===== src/rtl/main_package.sv =====
// Shared types and constants for the layer compositor: FSM state encoding,
// RGB444 field positions and the default number of element slots.
package main_package;

    localparam int Rend_number = 4;

    // RGB444 pixel layout: {R[3:0], G[3:0], B[3:0]}
    localparam int R_HI = 11;
    localparam int R_LO = 8;
    localparam int G_HI = 7;
    localparam int G_LO = 4;
    localparam int B_HI = 3;
    localparam int B_LO = 0;

    typedef enum logic [2:0] {
        S_IDLE   = 3'd0,
        S_BG     = 3'd1,
        S_SEL    = 3'd2,
        S_EL_RUN = 3'd3,
        S_EL_END = 3'd4,
        S_FLUSH  = 3'd5,
        S_DONE   = 3'd6
    } compositor_state_t;

endpackage


===== src/rtl/compositor_out_stage.sv =====
// Framebuffer output register: one write slot that reloads when empty or when
// the current write is taken, and asks the painters to freeze while stalled.
module compositor_out_stage #(
    parameter int COOR_WIDTH = 12
) (
    input  logic                  clk_i,
    input  logic                  rst_i,
    input  logic                  ld_i,
    input  logic [11:0]           data_i,
    input  logic [COOR_WIDTH-1:0] x_i,
    input  logic [COOR_WIDTH-1:0] y_i,
    input  logic                  fb_ready_i,
    output logic                  fb_we_o,
    output logic [11:0]           fb_data_o,
    output logic [COOR_WIDTH-1:0] fb_x_o,
    output logic [COOR_WIDTH-1:0] fb_y_o,
    output logic                  src_hold_o
);

    logic                  we_q, we_d;
    logic [11:0]           data_q, data_d;
    logic [COOR_WIDTH-1:0] x_q, x_d;
    logic [COOR_WIDTH-1:0] y_q, y_d;
    logic                  can_load;

    assign can_load = !we_q || fb_ready_i;

    always_comb begin
        we_d   = we_q;
        data_d = data_q;
        x_d    = x_q;
        y_d    = y_q;
        if (can_load) begin
            we_d = ld_i;
            if (ld_i) begin
                data_d = data_i;
                x_d    = x_i;
                y_d    = y_i;
            end
        end
    end

    always_ff @(posedge clk_i) begin
        if (rst_i) begin
            we_q   <= 1'b0;
            data_q <= '0;
            x_q    <= '0;
            y_q    <= '0;
        end else begin
            we_q   <= we_d;
            data_q <= data_d;
            x_q    <= x_d;
            y_q    <= y_d;
        end
    end

    assign fb_we_o    = we_q;
    assign fb_data_o  = data_q;
    assign fb_x_o     = x_q;
    assign fb_y_o     = y_q;
    assign src_hold_o = we_q & ~fb_ready_i;

endmodule


===== src/rtl/layer_compositor.sv =====
// Frame sequencer: background pass, then each enabled element in index order,
// into a backpressured framebuffer port. Chroma keying with LAYER_COMPOSITOR_CHROMA_KEY_EN.
module layer_compositor
    import main_package::*;
#(
    parameter int         N_ELEM     = Rend_number,
    parameter int         COOR_WIDTH = 12,
    parameter logic [3:0] KEY_G_MIN  = 4'h9,
    parameter logic [3:0] KEY_RB_MAX = 4'h9,
    parameter int         IDX_W      = $clog2(N_ELEM)
) (
    input  logic                  clk,
    input  logic                  rst_n,
    input  logic                  start,
    input  logic [N_ELEM-1:0]     elem_en,
    output logic                  bg_rst,
    input  logic                  bg_valid,
    input  logic                  bg_done,
    input  logic [11:0]           bg_pixel,
    input  logic [COOR_WIDTH-1:0] bg_x,
    input  logic [COOR_WIDTH-1:0] bg_y,
    output logic [IDX_W-1:0]      el_idx,
    output logic                  el_rst,
    input  logic                  el_valid,
    input  logic                  el_done,
    input  logic [11:0]           el_pixel,
    input  logic [COOR_WIDTH-1:0] el_x,
    input  logic [COOR_WIDTH-1:0] el_y,
    output logic                  src_hold,
    output logic                  fb_we,
    output logic [11:0]           fb_data,
    output logic [COOR_WIDTH-1:0] fb_x,
    output logic [COOR_WIDTH-1:0] fb_y,
    input  logic                  fb_ready,
    output logic                  busy,
    output logic                  done
);

`ifdef LAYER_COMPOSITOR_CHROMA_KEY_EN
    localparam bit KEY_EN = 1'b1;
`else
    localparam bit KEY_EN = 1'b0;
`endif

    compositor_state_t     state_q;
    logic [N_ELEM-1:0]     en_q;
    logic [IDX_W-1:0]      idx_q;
    logic                  bg_rst_q, el_rst_q, busy_q, done_q;

    logic                  bg_acc, el_acc, key_hit, el_wr, last_idx, ld;
    logic [11:0]           ld_data;
    logic [COOR_WIDTH-1:0] ld_x, ld_y;

    assign bg_acc   = (state_q == S_BG) && bg_valid && !src_hold;
    assign el_acc   = (state_q == S_EL_RUN) && el_valid && !src_hold;
    assign key_hit  = (el_pixel[G_HI:G_LO] >= KEY_G_MIN) &&
                      (el_pixel[R_HI:R_LO] <  KEY_RB_MAX) &&
                      (el_pixel[B_HI:B_LO] <  KEY_RB_MAX);
    // A keyed pixel is still consumed so its done flag can end the pass.
    assign el_wr    = el_acc && !(KEY_EN && key_hit);
    assign last_idx = (idx_q == IDX_W'(N_ELEM - 1));
    assign ld       = bg_acc || el_wr;
    assign ld_data  = (state_q == S_BG) ? bg_pixel : el_pixel;
    assign ld_x     = (state_q == S_BG) ? bg_x : el_x;
    assign ld_y     = (state_q == S_BG) ? bg_y : el_y;

    always_ff @(posedge clk) begin
        if (rst_n) begin
            state_q  <= S_IDLE;
            en_q     <= '0;
            idx_q    <= '0;
            bg_rst_q <= 1'b1;
            el_rst_q <= 1'b1;
            busy_q   <= 1'b0;
            done_q   <= 1'b0;
        end else begin
            done_q <= 1'b0;
            case (state_q)
                S_IDLE: begin
                    if (start) begin
                        en_q     <= elem_en;
                        idx_q    <= '0;
                        bg_rst_q <= 1'b0;
                        busy_q   <= 1'b1;
                        state_q  <= S_BG;
                    end
                end
                S_BG: begin
                    if (bg_acc && bg_done) begin
                        bg_rst_q <= 1'b1;
                        state_q  <= S_SEL;
                    end
                end
                S_SEL: begin
                    if (en_q[idx_q]) begin
                        el_rst_q <= 1'b0;
                        state_q  <= S_EL_RUN;
                    end else if (last_idx) begin
                        state_q <= S_FLUSH;
                    end else begin
                        idx_q <= idx_q + IDX_W'(1);
                    end
                end
                S_EL_RUN: begin
                    if (el_acc && el_done) begin
                        el_rst_q <= 1'b1;
                        state_q  <= S_EL_END;
                    end
                end
                S_EL_END: begin
                    if (last_idx) begin
                        state_q <= S_FLUSH;
                    end else begin
                        idx_q   <= idx_q + IDX_W'(1);
                        state_q <= S_SEL;
                    end
                end
                S_FLUSH: begin
                    if (!fb_we) begin
                        done_q  <= 1'b1;
                        busy_q  <= 1'b0;
                        state_q <= S_DONE;
                    end
                end
                S_DONE:  state_q <= S_IDLE;
                default: state_q <= S_IDLE;
            endcase
        end
    end

    compositor_out_stage #(
        .COOR_WIDTH(COOR_WIDTH)
    ) u_out (
        .clk_i      (clk),
        .rst_i      (rst_n),
        .ld_i       (ld),
        .data_i     (ld_data),
        .x_i        (ld_x),
        .y_i        (ld_y),
        .fb_ready_i (fb_ready),
        .fb_we_o    (fb_we),
        .fb_data_o  (fb_data),
        .fb_x_o     (fb_x),
        .fb_y_o     (fb_y),
        .src_hold_o (src_hold)
    );

    assign bg_rst = bg_rst_q;
    assign el_rst = el_rst_q;
    assign el_idx = idx_q;
    assign busy   = busy_q;
    assign done   = done_q;

endmodule


===== config.mk =====
export PLATFORM = sky130hd
export DESIGN_NAME = layer_compositor
export DESIGN_NICKNAME = d
export VERILOG_FILES = /design/src/rtl/main_package.sv /design/src/rtl/compositor_out_stage.sv /design/src/rtl/layer_compositor.sv
export SDC_FILE = /design/constraint.sdc
export NUM_CORES = 1
export LEC_CHECK = 0
export ABC_CLOCK_PERIOD_IN_PS = 4150
export CAP_MARGIN = 25
export CELL_PAD_IN_SITES_DETAIL_PLACEMENT = 1
export CELL_PAD_IN_SITES_GLOBAL_PLACEMENT = 1
export CORE_MARGIN = 10
export CORE_UTILIZATION = 30
export CTS_CLUSTER_SIZE = 10
export DETAILED_ROUTE_END_ITERATION = 8
export PLACE_DENSITY = 0.93
export SYNTH_ARGS = -nofsm -noshare
export SYNTH_HDL_FRONTEND = slang
export SYNTH_SLANG_ARGS = --single-unit

===== constraint.sdc =====
create_clock -name clk -period 4.15 [get_ports clk]
set_input_delay 1.0375 -clock clk [delete_from_list [all_inputs] [get_ports clk]]
set_output_delay 1.0375 -clock clk [all_outputs]
set_load 0.005 [all_outputs]

==> results by group <==
Worst setup path
  • Startpoint class of the critical path: input port
  • Reg2reg path depth: 6
  • CP bufs+invs: 3
  • Reg2reg end: state_q[0]$_SDFFE_PP0P_
  • Critical Path, Cell by Cell: clkdlybuf4s50_1, nand2b_1, inv_2, clkdlybuf4s50_1
  • Reg-to-reg slack, setup: between 1.5 and 2 ns
  • CP required: roughly 3.1 ns
  • Most common cell type on the critical path: clkdlybuf4s50_1
  • WS Path Type: in -> out
  • Critical Path Fanout Max: 4
  • Critical Path End Type: primary output
  • CP top delay family: buffers and inverters
  • FF-to-FF Start: state_q[0]$_SDFFE_PP0P_
  • Largest stage delay on the critical path: 0.51 ns
  • Slowest cell on crit path: clkdlybuf4s50_1
  • CP arrival: between 2 and 2.5 ns

Clock tree
  • CTS max path bufs: 2
  • CTS resizes: 0
  • Clock-pin transition on the worst setup and hold timing paths: approximately 0.1 ns
  • Cts bufs inserted: 5
  • H-Tree Depth: 2
  • Hold Buf Count CTS: 0
  • CTS Root Cell: clkbuf_8
  • Setup bufs post-CTS: 0
  • CTS tree: built
  • Clk Latency, worst-skew pair: 0.30 ns
  • Sink Count: 50

Timing
  • Fmax: just over 0.3 GHz
  • Clk_skew: between 0.007 and 0.008 ns
  • Rel. slew slack: between 50% and 60%
  • Slew @ Worst Pin: roughly 0.73 ns
  • # setup viols final: 0
  • Final worst-path cycle share: between 70% and 80%
  • Final Max Tran Viols: 0
  • Setup TNS Final: 0 ns
  • Hold Vio Cnt, Final: 0
  • Final min period: 3.292 ns
  • RSZ-0062 raised after global routing: false

Power and ir drop
  • Leak pwr: approximately 0.0013 uW
  • Power per cell area: 486.7 nW/um^2
  • IR drop worst, VDD: roughly 0.27 mV

GRT
  • Total congestion overflow: 0
  • Largest net degree at the start of global routing: 74
  • First-pass GRT wire length: between 10 and 15 mm
  • Initial antenna violation count: 0
  • Vias in the first global route: about 2,600
  • Total GRT Usage: 13.40%

Floorplan
  • Die area: 12,100 sq um
  • Die Height: roughly 110 um
  • Starting Density: between 30 and 40%
  • Die width: 110.0 um
  • Top Ports: 128
  • Core area: 7807 sq um
  • # rows: 32

Drt
  • TritonRoute pass-1 iters: 4
  • Routed WL: between 8 and 9 mm
  • DR DRC count: 0
  • Routed WL per cell: 17.91 um
  • DR iter-0 viols: 27
  • Via count: around 2,300
  • Via density: a little under 5
  • DRT antenna net count: 0

Synth
  • Synth unique cells: 36
  • FFs w/ async S/R, synth: 0%
  • Syn avg cell area: roughly 10 sq um
  • Yosys top cell by area: dfxtp_1
  • Flops & latches, synth: 50
  • Post-synth EDFFs: 0
  • Syn Inst Count: 250
  • Top post-synthesis cells by area: dfxtp_1 41%, mux2i_1 16%, a211oi_2 10%
  • Yosys warns: 0
  • Sequential element share of the synthesized area: slightly above 40%
  • Ys flop type: dfxtp_1
  • Net Count, Synth: around 340
  • Yosys top cell area share: just over 40%
  • Cell Area, Synth: between 2000 and 2500 sq um

Worst hold path
  • Hold_sp: en_q[0]$_SDFFE_PP0P_
  • WHS Endpoint: en_q[0]$_SDFFE_PP0P_
  • Hold depth: 2
  • Min-Delay Path Class: reg -> reg

Placed design
  • Port Buf Inserts: ~130
  • Dpl hpwl: ~6.7 mm
  • GP Congestion: around 0.83

Finish
  • Area delta synth->final: 58.11%
  • NumNets Final: 452
  • Final core utilization: around half
  • Diodes inserted: 0
  • Commonest non-fill, non-tap cell in the layout: clkdlybuf4s50_1
  • Most frequent cells in the layout: 126 x clkdlybuf4s50_1, 50 x dfxtp_1, 42 x nor2_1, 40 x mux2i_1, 20 x a211oi_2
  • Share of layout cells above drive strength 1: 10.08%

Flow run
  • Maxcap violations: 0

Outcome
  • Outcome: completed
==> worst max-delay path by stage <==
stage | from | slack (ns) | cells after the start | endpoint
after global routing | fb_ready | 0.79 | 4 | src_hold
after global placement | fb_ready | 0.89 | 4 | src_hold
after floorplan | fb_ready | 1.81 | 2 | src_hold
final | fb_ready | 0.86 | 4 | src_hold
after detailed placement | fb_ready | 0.86 | 4 | src_hold
after CTS | fb_ready | 0.86 | 4 | src_hold
==> worst register-to-register path, stage by stage (launching register included) <==
cell and delay [ns]:
dfxtp_1 0.61, nor3b_4 0.25, buf_4 0.55, inv_1 0.09
o211ai_1 0.25, a211o_1 0.20, mux2i_1 0.19
==> kinds of logic after synthesis <==
group	synth area share, %
flops	41.17
buf+inv	5.250
simple gates	13.69
fa+ha+maj	0.5146
compound gates	21.98
mux	17.40
==> area by class of cell <==
type / count / area [sq um]
repair buffers: 130 / 1301
inverters: 6 / 22.52
flip-flops and latches: 50 / 1001
well taps: 102 / 127.6
clock buffers: 5 / 68.82
clock inverters: 2 / 13.76
multi-input cells: 174 / 1309
fillers: 884 / 3964
==> cell usage after synthesis (2+ instances only) <==
cell / n
inv_2: 2
a21oi_1: 9
nor2_1: 42
nand2b_1: 4
nand2_1: 10
a211oi_1: 18
and3_1: 2
nand3_1: 3
a211oi_2: 20
mux2i_1: 40
buf_4: 3
buf_2: 8
dfxtp_1: 50
inv_1: 4
clkbuf_1: 7
o21ai_0: 6
nor2b_1: 3
==> power by group <==
part | total (uW) | switching (uW) | internal, uW
clock network | 285 | 168 | 117
registers | 678 | 87.0 | 591
logic | 908 | 424 | 484
==> through the flow <==
stage | cell area (sq um) | hold WS (ns) | total power (uW) | setup slack [ns] | instances
2_1_floorplan | 2431 | 0.4331 | 1227 | 1.809 | 250
4_1_cts | 3844 | 0.4729 | 1905 | 0.8569 | 469
3_5_place_dp | 3761 | 0.4589 | 1616 | 0.8641 | 462
6_report | 3844 | 0.4695 | 1871 | 0.8581 | 469
3_3_place_gp | 3761 | 0.4422 | 1568 | 0.8861 | 462
5_1_grt | 3844 | 0.4885 | 2019 | 0.7935 | 469
==> layer usage <==
layer | share of wire, % | up-vias | global-route usage, %
met2 | 51 | 85 | 23.84
li1 | - | 1135 | -
met3 | 9.6 | 10 | 5.281
met4 | 1.3 | 0 | 3.996
met1 | 38 | 1083 | 14.31
met5 | 0 | - | 0
==> state kept, by name, indices dropped and copies added (netlist names), 2 cells and up <==
signal           cells
u_out.fb_x_o        12
state_q              3
u_out.fb_data_o     12
en_q                 4
el_idx               2
u_out.fb_y_o        12
Power figures use the tool's default switching activity.
